**src/rtl/ex_mem_pkg.sv**
```systemverilog
// Shared types and constants for the EX/MEM pipeline register.
package ex_mem_pkg;

  localparam int unsigned DEF_NB_ADDR = 32;
  localparam int unsigned DEF_NB_DATA = 32;
  localparam int unsigned DEF_NB_PC   = 32;
  localparam int unsigned DEF_NB_REG  = 5;
  localparam int unsigned DEF_NB_CNT  = 32;

  typedef enum logic [1:0] {
    ST_RUN    = 2'd0,
    ST_STEP   = 2'd1,
    ST_HALTED = 2'd2
  } state_e;

  typedef struct packed {
    logic reg_write;
    logic mem_to_reg;
    logic mem_read;
    logic mem_write;
    logic word_en;
    logic halfword_en;
    logic byte_en;
    logic branch;
    logic zero;
    logic r31_ctrl;
    logic hlt;
  } ctrl_t;

  localparam ctrl_t CTRL_BUBBLE     = '0;
  // mem_to_reg only steers writeback muxing, so a bubble passes it through
  localparam ctrl_t CTRL_FLUSH_KEEP = '{mem_to_reg: 1'b1, default: 1'b0};

  function automatic ctrl_t bubble_ctrl(input ctrl_t c);
    return ctrl_t'((c & CTRL_FLUSH_KEEP) | (CTRL_BUBBLE & ~CTRL_FLUSH_KEEP));
  endfunction

endpackage

```
**src/rtl/ex_mem_latch_step_edge_detector.sv**
```systemverilog
// Registers the debug step request and flags its rising edge.
module step_edge_detector (
  input  logic i_clock,
  input  logic i_reset_n,
  input  logic i_step,
  output logic step_rise_c
);

  logic step_q;

  always_ff @(posedge i_clock or negedge i_reset_n) begin
    if (!i_reset_n) step_q <= 1'b0;
    else            step_q <= i_step;
  end

  assign step_rise_c = i_step & ~step_q;

endmodule

```
**src/rtl/ex_mem_latch.sv**
```systemverilog
// EX/MEM pipeline register with run/step/halt advance control.
// Define EX_MEM_PERF_CNT_EN to build the cycle/instruction counters.
module ex_mem_latch
  import ex_mem_pkg::*;
#(
  parameter int unsigned NB_ADDR = DEF_NB_ADDR,
  parameter int unsigned NB_DATA = DEF_NB_DATA,
  parameter int unsigned NB_PC   = DEF_NB_PC,
  parameter int unsigned NB_REG  = DEF_NB_REG,
  parameter int unsigned NB_CNT  = DEF_NB_CNT
) (
  input  logic               i_clock,
  input  logic               i_reset_n,
  input  logic               i_enable,
  input  logic               i_step_mode,
  input  logic               i_step,
  input  logic               i_flush,
  input  logic               i_EX_reg_write,
  input  logic               i_EX_mem_to_reg,
  input  logic               i_EX_mem_read,
  input  logic               i_EX_mem_write,
  input  logic               i_EX_word_en,
  input  logic               i_EX_halfword_en,
  input  logic               i_EX_byte_en,
  input  logic               i_EX_branch,
  input  logic               i_EX_zero,
  input  logic               i_EX_r31_ctrl,
  input  logic               i_EX_hlt,
  input  logic [NB_PC-1:0]   i_EX_branch_addr,
  input  logic [NB_PC-1:0]   i_EX_pc,
  input  logic [NB_ADDR-1:0] i_EX_alu_result,
  input  logic [NB_DATA-1:0] i_EX_write_data,
  input  logic [NB_REG-1:0]  i_EX_selected_reg,
  output logic               o_MEM_reg_write,
  output logic               o_MEM_mem_to_reg,
  output logic               o_MEM_mem_read,
  output logic               o_MEM_mem_write,
  output logic               o_MEM_word_en,
  output logic               o_MEM_halfword_en,
  output logic               o_MEM_byte_en,
  output logic               o_MEM_branch,
  output logic               o_MEM_zero,
  output logic               o_MEM_r31_ctrl,
  output logic               o_MEM_hlt,
  output logic [NB_PC-1:0]   o_MEM_branch_addr,
  output logic [NB_PC-1:0]   o_MEM_pc,
  output logic [NB_ADDR-1:0] o_MEM_alu_result,
  output logic [NB_DATA-1:0] o_MEM_write_data,
  output logic [NB_REG-1:0]  o_MEM_selected_reg,
  output logic               o_halted,
  output logic [NB_CNT-1:0]  o_cycle_count,
  output logic [NB_CNT-1:0]  o_instr_count
);

  state_e state, state_nxt;
  logic   advance_c;
  logic   step_rise_c;
  ctrl_t  ctrl_in, ctrl_d, ctrl_q;

  step_edge_detector u_step_edge (
    .i_clock     (i_clock),
    .i_reset_n   (i_reset_n),
    .i_step      (i_step),
    .step_rise_c (step_rise_c)
  );

  assign ctrl_in = ctrl_t'({i_EX_reg_write, i_EX_mem_to_reg, i_EX_mem_read, i_EX_mem_write,
                            i_EX_word_en, i_EX_halfword_en, i_EX_byte_en, i_EX_branch,
                            i_EX_zero, i_EX_r31_ctrl, i_EX_hlt});
  assign ctrl_d  = i_flush ? bubble_ctrl(ctrl_in) : ctrl_in;

  always_ff @(posedge i_clock or negedge i_reset_n) begin
    if (!i_reset_n) state <= ST_RUN;
    else            state <= state_nxt;
  end

  // Advance decision and mode transitions; a latched, unflushed hlt wins over mode changes
  always_comb begin
    state_nxt = state;
    advance_c = 1'b0;
    unique case (state)
      ST_RUN: begin
        advance_c = i_enable;
        if (i_step_mode) state_nxt = ST_STEP;
      end
      ST_STEP: begin
        advance_c = i_enable & step_rise_c;
        if (!i_step_mode) state_nxt = ST_RUN;
      end
      default: ;
    endcase
    if (advance_c && ctrl_in.hlt && !i_flush) state_nxt = ST_HALTED;
  end

  always_ff @(posedge i_clock or negedge i_reset_n) begin
    if (!i_reset_n) begin
      ctrl_q             <= CTRL_BUBBLE;
      o_MEM_branch_addr  <= '0;
      o_MEM_pc           <= '0;
      o_MEM_alu_result   <= '0;
      o_MEM_write_data   <= '0;
      o_MEM_selected_reg <= '0;
      o_halted           <= 1'b0;
    end else begin
      o_halted <= (state_nxt == ST_HALTED);
      if (advance_c) begin
        ctrl_q             <= ctrl_d;
        o_MEM_branch_addr  <= i_EX_branch_addr;
        o_MEM_pc           <= i_EX_pc;
        o_MEM_alu_result   <= i_EX_alu_result;
        o_MEM_write_data   <= i_EX_write_data;
        o_MEM_selected_reg <= i_EX_selected_reg;
      end
    end
  end

  assign o_MEM_reg_write   = ctrl_q.reg_write;
  assign o_MEM_mem_to_reg  = ctrl_q.mem_to_reg;
  assign o_MEM_mem_read    = ctrl_q.mem_read;
  assign o_MEM_mem_write   = ctrl_q.mem_write;
  assign o_MEM_word_en     = ctrl_q.word_en;
  assign o_MEM_halfword_en = ctrl_q.halfword_en;
  assign o_MEM_byte_en     = ctrl_q.byte_en;
  assign o_MEM_branch      = ctrl_q.branch;
  assign o_MEM_zero        = ctrl_q.zero;
  assign o_MEM_r31_ctrl    = ctrl_q.r31_ctrl;
  assign o_MEM_hlt         = ctrl_q.hlt;

`ifdef EX_MEM_PERF_CNT_EN
  logic [NB_CNT-1:0] cycle_q, instr_q;

  // Bubbles count as cycles but not as instructions
  always_ff @(posedge i_clock or negedge i_reset_n) begin
    if (!i_reset_n) begin
      cycle_q <= '0;
      instr_q <= '0;
    end else if (advance_c) begin
      cycle_q <= cycle_q + NB_CNT'(1);
      if (!i_flush) instr_q <= instr_q + NB_CNT'(1);
    end
  end

  assign o_cycle_count = cycle_q;
  assign o_instr_count = instr_q;
`else
  assign o_cycle_count = '0;
  assign o_instr_count = '0;
`endif

endmodule

```
**config.mk**
```make
export PLATFORM = sky130hd
export DESIGN_NAME = ex_mem_latch
export DESIGN_NICKNAME = d
export VERILOG_FILES = /design/src/rtl/ex_mem_pkg.sv /design/src/rtl/ex_mem_latch_step_edge_detector.sv /design/src/rtl/ex_mem_latch.sv
export SDC_FILE = /design/constraint.sdc
export NUM_CORES = 1
export LEC_CHECK = 0
export BUFFER_PORTS_ARGS = -buffer_cell sky130_fd_sc_hd__buf_2
export CAP_MARGIN = 20
export CORE_AREA = 2 2 139 141
export CTS_CLUSTER_DIAMETER = 40
export DETAILED_ROUTE_END_ITERATION = 16
export DIE_AREA = 0 0 141 143
export PLACE_DENSITY = 0.64
export SKIP_LAST_GASP = 1
export SYNTH_ARGS = -nofsm -noshare
export SYNTH_HDL_FRONTEND = slang
export SYNTH_HIERARCHICAL = 1
export SYNTH_SLANG_ARGS = --single-unit
```
**constraint.sdc**
```tcl
create_clock -name i_clock -period 3.77 [get_ports i_clock]
set_input_delay 0.377 -clock i_clock [delete_from_list [all_inputs] [get_ports i_clock]]
set_output_delay 0.377 -clock i_clock [all_outputs]
set_load 0.01 [all_outputs]
```
==> results of run 1 <==
-- placed cells by master, fill, tap and decap left out --
cell type / Yosys / routed
clkbuf_8: 0 / 1
clkbuf_1: 0 / 2
conb_1: 1 / 64
mux2_2: 17 / 17
bufinv_16: 0 / 2
inv_6: 0 / 4
clkinvlp_4: 0 / 3
buf_6: 15 / 1
a21oi_1: 1 / 1
a22o_1: 1 / 1
inv_1: 2 / 2
buf_12: 0 / 3
clkinv_4: 0 / 3
mux2i_1: 1 / 1
a21o_1: 1 / 1
nor2b_1: 10 / 10
nor2b_4: 1 / 1
dlygate4sd3_1: 0 / 1
mux2_4: 127 / 127
dfrtp_1: 148 / 148
buf_2: 1 / 293
clkbuf_16: 0 / 17
o211a_4: 0 / 1
-- report_power, final --
group	switching [W]	internal (W)
Sequential	0.000427	0.00239
Combinational	0.00122	0.00176
Clock	0.000678	0.00100
Total	0.00232	0.00516
-- kinds of logic (layout without fill, tap and decap cells) --
kind of cell / Yosys count / count (layout) / synth area share (%)
AOI/OAI and AO/OA: 4 / 4 / 0.475
DFF: 148 / 148 / 56.2
buffers and inverters: 82 / 332 / 10.1
and+or+nand+nor: 11 / 11 / 1.16
muxes: 145 / 145 / 32.0
other: 1 / 64 / 0.0569
-- critical path, delay by kind of cell (launching register included) --
kind | cells | cell delay [ps]
AOI/OAI and AO/OA | 1 | 510
buffers and inverters | 1 | 430
DFF | 1 | 400
muxes | 1 | 350
and+or+nand+nor | 1 | 110
-- per-stage QoR --
stage,setup slack [ps],area [um^2]
2_1_floorplan,2340,6820
3_3_place_gp,1680,8010
3_5_place_dp,1670,8010
4_1_cts,1750,8610
5_1_grt,1670,8610
6_report,1760,8610
-- layout make-up --
| type | count | area share [%] |
|---|---|---|
| flip-flops and latches | 148 | 43.0 |
| multi-input cells | 224 | 28.6 |
| repair buffers | 298 | 18.0 |
| clock buffers | 20 | 5.19 |
| well taps | 234 | 3.40 |
| clock inverters | 12 | 1.67 |
| inverters | 2 | 0.0872 |
-- final timing paths --
kind / start / endpoint / slack, ps / cells past startpoint
min in group asynchronous: i_reset_n / o_MEM_alu_result[1]$_DFFE_PN0P_ / 530 / 2
min: i_step / u_step_edge/step_q$_DFF_PN0_ / 100 / 1
min reg2reg: o_MEM_branch_addr[3]$_DFFE_PN0P_ / o_MEM_branch_addr[3]$_DFFE_PN0P_ / 500 / 1
max in group asynchronous: i_reset_n / o_halted$_DFF_PN0_ / 2380 / 3
max reg2reg: u_step_edge/step_q$_DFF_PN0_ / o_MEM_alu_result[3]$_DFFE_PN0P_ / 1760 / 4
max: u_step_edge/step_q$_DFF_PN0_ / o_MEM_alu_result[3]$_DFFE_PN0P_ / 1760 / 4
-- per-layer routing --
| layer | global-route usage [%] | up-vias |
|---|---|---|
| met3 | 4.76 | 18 |
| met5 | 0 | - |
| met4 | 5.26 | 0 |
| met1 | 17.0 | 1942 |
| li1 | - | 1812 |
| met2 | 21.4 | 197 |
==> qor.txt, run 1 <==
Status: finished, final reports clean
WL met2: 6740 um
Endpoints failing setup: 0
IO Port Bufs: 294
Pwr/cell area: 869 nW/um^2
Top_reg_cell synth: dfrtp_1
Final Cycle Share: 53.4%
Clk sink count: 148
Vias in the first global route: 3973
Synth area leader: dfrtp_1
Seq cells post-synth: 148
Slew headroom: 56.2%
WL final: 13700 um
Top Layer Used: met4
Final Max Slew Viols: 0
Non-filler cells in the finished layout: 938
Final Hold Violating Endpoints: 0
Area contributors post-synth: dfrtp_1, mux2_4, buf_4
Share of cells above drive strength 1: 67.2%
Iter 0 DRT Violations: 123
Max Buffers Root-to-Sink: 2
Area of the multi-input gates: 2460 um^2
Total CTS buffers: 17
Sequential-to-total area share from yosys stat: 56.2%
Area Growth Syn to Fin: 30.7%
Congestion Overflow GR: 0
Hold Buf Count CTS: 1
HP Class: in -> reg
Die width: 141 um
Die height: 143 um
MaxCap Viol Count: 0
Initial core utilization: 35.4%
Post-DP HPWL: 9950 um
Startpoint types: flop
Setup CP Type: reg -> reg
Core area: 18600 um^2
Critical Path RT: 4060 ps
Post_cts resized: 0
Met3 routed WL: 1050 um
DR pass1 iterations: 4
Skew final: 9.88 ps
Avg Vias per Cell: 4.23
CTS clock-pin slew for the worst setup and hold paths: 60 ps
Initial antenna violation count: 0
Crit Path Max Fanout: 60
GPL Wtd Cong: 0.740
Crit-path slowest cell: o211a_4
Met1 wire length: 5650 um
DP Cell Count: 905
Crit-path max cell delay: 510 ps
Most common cell in the netlist: dfrtp_1
Slew @ Worst Pin: 658 ps
CTS root buf: clkbuf_16
Htree depth: 4
Drt wl/cell: 14.6 um
Clock latency at the later pin of the worst-skew pair: 410 ps
Register Area: 3700 um^2
Unrepaired setup endpoints after global routing: false
FP Rows: 50
DRC: 0
Gr usage total: 13.5%
Number of library cell types mapped by synthesis: 15
# nets final: 841
Diode count: 0
Post-synth EDFFs: 0
Area of the die: 20200 um^2
Post-layout util: 46.3%
Largest net degree at the start of global routing: 79
Synth Area per Inst: 16.8 um^2
First-pass GRT wire length: 21300 um
Fraction of registers with async set/reset: 100%
Yosys warning total: 6
Fill count: 1689
Crit path arrival time: 2300 ps
Worst-path cell chain: nor2b_4 -> o211a_4 -> buf_12 -> mux2_4
Total negative slack: 0 ps
Via count: 3969
Crit. End Element: flop
Design Power: 0.00748 W
Minimum clock period: 2010 ps
I/O pins: 359
Post-Syn Area: 6590 um^2
Pleak: 4.45 nW
Syn Inst Count: 391
Yosys top cell area share: 56.2%
Maximum VDD drop: 0.338 mV
Antenna Violating Nets Remaining: 0
Setup repair bufs after CTS: 0
Final hold slack: 95.5 ps
CTS tree: built
Synth cell count leaders: dfrtp_1, mux2_4, buf_4
Max Fclk: 497 MHz
(Power assumes the default switching activity.)
==> run 2, diff against run 1 <==
ABC_AREA = 1   (was not set)
PLACE_DENSITY = 0.62   (was 0.64)
clock period = 1.9 ns   (was 3.77 ns; I/O delays follow)
==> qor.txt, run 2 <==
Worst-path cell chain: dlygate4sd3_1 -> buf_2 -> inv_1 -> nor2_2 -> inv_1 -> nand2_4 -> nand2_4 -> buf_4 -> nand2_1 -> nand2_1
Diode count: 0 (unchanged)
Unrepaired setup endpoints after global routing: false
Antenna Violating Nets Remaining: 0 (unchanged)
Initial core utilization: 34.2% (-1.2 points)
Final Hold Violating Endpoints: 0 (unchanged)
Area of the die: 20200 um^2 (unchanged)
Final Cycle Share: 85.0%
Synth area leader: dfrtp_1
Syn Inst Count: 726 (+86%)
CTS tree: built
Setup CP Type: in -> reg
Avg Vias per Cell: 4.45 (+5.2%)
Htree depth: 4 (unchanged)
Slew @ Worst Pin: 592 ps (-65.8 ps)
MaxCap Viol Count: 0 (unchanged)
Minimum clock period: 1610 ps
Drt wl/cell: 13.9 um (-4.6%)
Net switching power: 0.00191 W (-18%)
DR pass1 iterations: 5 (+1)
Largest net degree at the start of global routing: 88 (+11%)
Maximum VDD drop: 0.535 mV (+58%)
Area Growth Syn to Fin: 44.3%
Switch share: 23.7% (-7.4 points)
Slew headroom: 60.5% (+4.4 points)
Critical hold path startpoint: i_EX_pc[28]
CTS root buf: clkbuf_16
Most common cell in the netlist: nand2_1
Crit Path Max Fanout: 57 (-5.0%)
Total CTS buffers: 17 (unchanged)
Part of the power in combinational logic: 10.9% (-29 points)
DRC: 0 (unchanged)
FP Rows: 50 (unchanged)
Post-layout worst setup margin: 286 ps (-1470 ps)
Worst-case hold path end point: o_MEM_pc[28]$_DFFE_PN0P_
CTS clock-pin slew for the worst setup and hold paths: 60 ps (about the same)
Setup repair bufs after CTS: 0 (unchanged)
Vias in the first global route: 5514 (+39%)
Crit. End Element: flop
First-pass GRT wire length: 28200 um (+33%)
Seq pwr share: 42.0% (+4.4 points)
Clk sink count: 148 (unchanged)
Post_cts resized: 0 (unchanged)
Skew final: 8.09 ps (-1.79 ps)
Initial antenna violation count: 1 (+1)
Max Buffers Root-to-Sink: 2 (unchanged)
Crit path arrival time: 1960 ps (-340 ps)
Gr usage total: 17.6% (+4.1 points)
GPL Wtd Cong: 0.769 (+3.8%)
Cell Int Power: 0.00616 W (+19%)
Die width: 141 um (unchanged)
FF-to-FF setup slack: 480 ps (-1280 ps)
Worst r2r src: u_step_edge/step_q$_DFF_PN0_
Number of library cell types mapped by synthesis: 14 (-1)
Fraction of registers with async set/reset: 100% (unchanged)
Post-DP HPWL: 11800 um (+19%)
Area contributors post-synth: dfrtp_1, nand2_1, nand3_1
Synth cell count leaders: nand2_1, dfrtp_1, nand3_1
Yosys warning total: 6 (unchanged)
Core area: 18600 um^2 (unchanged)
Hold Buf Count CTS: 66 (+65)
# nets final: 1219 (+45%)
Seq cells post-synth: 148 (unchanged)
Via count: 5851 (+47%)
Pleak: 5.39 nW (+21%)
Most frequent cells in the layout: nand2_1, buf_2, dfrtp_1
HP Class: in -> reg
Yosys top cell area share: 58.3% (+2.0 points)
Critical Path RT: 2240 ps (-1820 ps)
Clock latency at the later pin of the worst-skew pair: 410 ps (about the same)
Crit-path max cell delay: 550 ps (+40 ps)
Pwr/cell area: 880 nW/um^2 (+1.3%)
Crit-path slowest cell: dlygate4sd3_1
Post-Syn Area: 6350 um^2 (-3.5%)
I/O pins: 359 (unchanged)
Congestion Overflow GR: 0 (unchanged)
Worst reg2reg path endpoint: o_MEM_pc[16]$_DFFE_PN0P_
Max Fclk: 620 MHz
Startpoint types: input port
IO Port Bufs: 294 (unchanged)
DP Worst Slack: 408 ps (-1260 ps)
Final Max Slew Viols: 0 (unchanged)
Hold Path Cell Cnt: 3 (+2)
Sequential-to-total area share from yosys stat: 58.3% (+2.0 points)
Post-synth EDFFs: 0 (unchanged)
Synth Area per Inst: 8.75 um^2 (-48%)
Clock share of power: 47.0% (+24 points)
Endpoints failing setup: 0 (unchanged)
Share of cells above drive strength 1: 31.3% (-36 points)
Status: finished, final reports clean
FF-to-FF path depth: 7 (+3)
Die height: 143 um (unchanged)
WL final: 18300 um (+34%)
Iter 0 DRT Violations: 223 (+81%)
Top_reg_cell synth: dfrtp_1
Total negative slack: 0 ps (unchanged)
[run 2: cell count changes in the layout (fill, tap and decap cells not counted), moves of 13 or more]
cell	delta
nand3_1	+144
inv_1	+13
dlygate4sd3_1	+65
mux2_4	-127
mux2_2	-17
nand2_1	+293
[run 2: power groups by stage]
stage / Combinational [W] / Clock, W / Sequential [W]
2_1_floorplan: 0.000339 / 0 / 0.00352
3_3_place_gp: 0.000779 / 0 / 0.00344
3_5_place_dp: 0.000782 / 0 / 0.00344
4_1_cts: 0.000885 / 0.00389 / 0.00339
5_1_grt: 0.000982 / 0.00402 / 0.00341
6_report: 0.000883 / 0.00380 / 0.00339
[run 2: metal layers]
layer	vias up	GRT usage, %	wire [um]
met5	-	0	13
met1	2728	22.1	7800
li1	2836	-	-
met2	264	28.9	8690
met3	21	5.53	1500
met4	2	6.00	299
[run 2: how the worst max path moves through the flow]
stage	from	end	slack, ps	cells past startpoint
final	i_step	o_MEM_pc[16]$_DFFE_PN0P_	290	10
after detailed placement	i_step	o_MEM_pc[16]$_DFFE_PN0P_	410	9
after global placement	i_step	o_MEM_pc[13]$_DFFE_PN0P_	460	9
after CTS	i_step	o_MEM_pc[16]$_DFFE_PN0P_	280	10
after global routing	i_step	o_MEM_pc[0]$_DFFE_PN0P_	200	10
after floorplan	u_step_edge/step_q$_DFF_PN0_	o_MEM_alu_result[21]$_DFFE_PN0P_	640	8
[run 2: kinds of logic after synthesis]
logic type / after synthesis / share of synthesized area, %
other cells: 1 / 0.0590
simple gates: 451 / 29.7
flops: 148 / 58.3
compound gates: 1 / 0.0787
buf+inv: 125 / 11.9
[run 2: per-stage QoR]
stage / util (%) / total power [W] / area [um^2] / instances / hold WS, ps
final: 49.3 / 0.00807 / 9170 / 1315 / 18.3
after global routing: 49.3 / 0.00841 / 9170 / 1315 / 2.13
after CTS: 49.3 / 0.00816 / 9170 / 1315 / 0.437
after detailed placement: 42.2 / 0.00423 / 7840 / 1218 / 182
after global placement: 42.2 / 0.00422 / 7840 / 1218 / 181
after floorplan: - / 0.00386 / 6590 / 789 / -106
[run 2: layout make-up]
| type | count | area (um^2) |
|---|---|---|
| fillers | 1789 | 9410 |
| flip-flops and latches | 148 | 3700 |
| repair buffers | 371 | 2310 |
| multi-input cells | 516 | 2140 |
| clock buffers | 19 | 433 |
| well taps | 234 | 293 |
| clock inverters | 12 | 230 |
| inverters | 15 | 56.3 |
[run 2: critical path: cells and delay by family]
kind | cells | cell delay (ps)
buf+inv | 5 | 1320
simple gates | 5 | 410
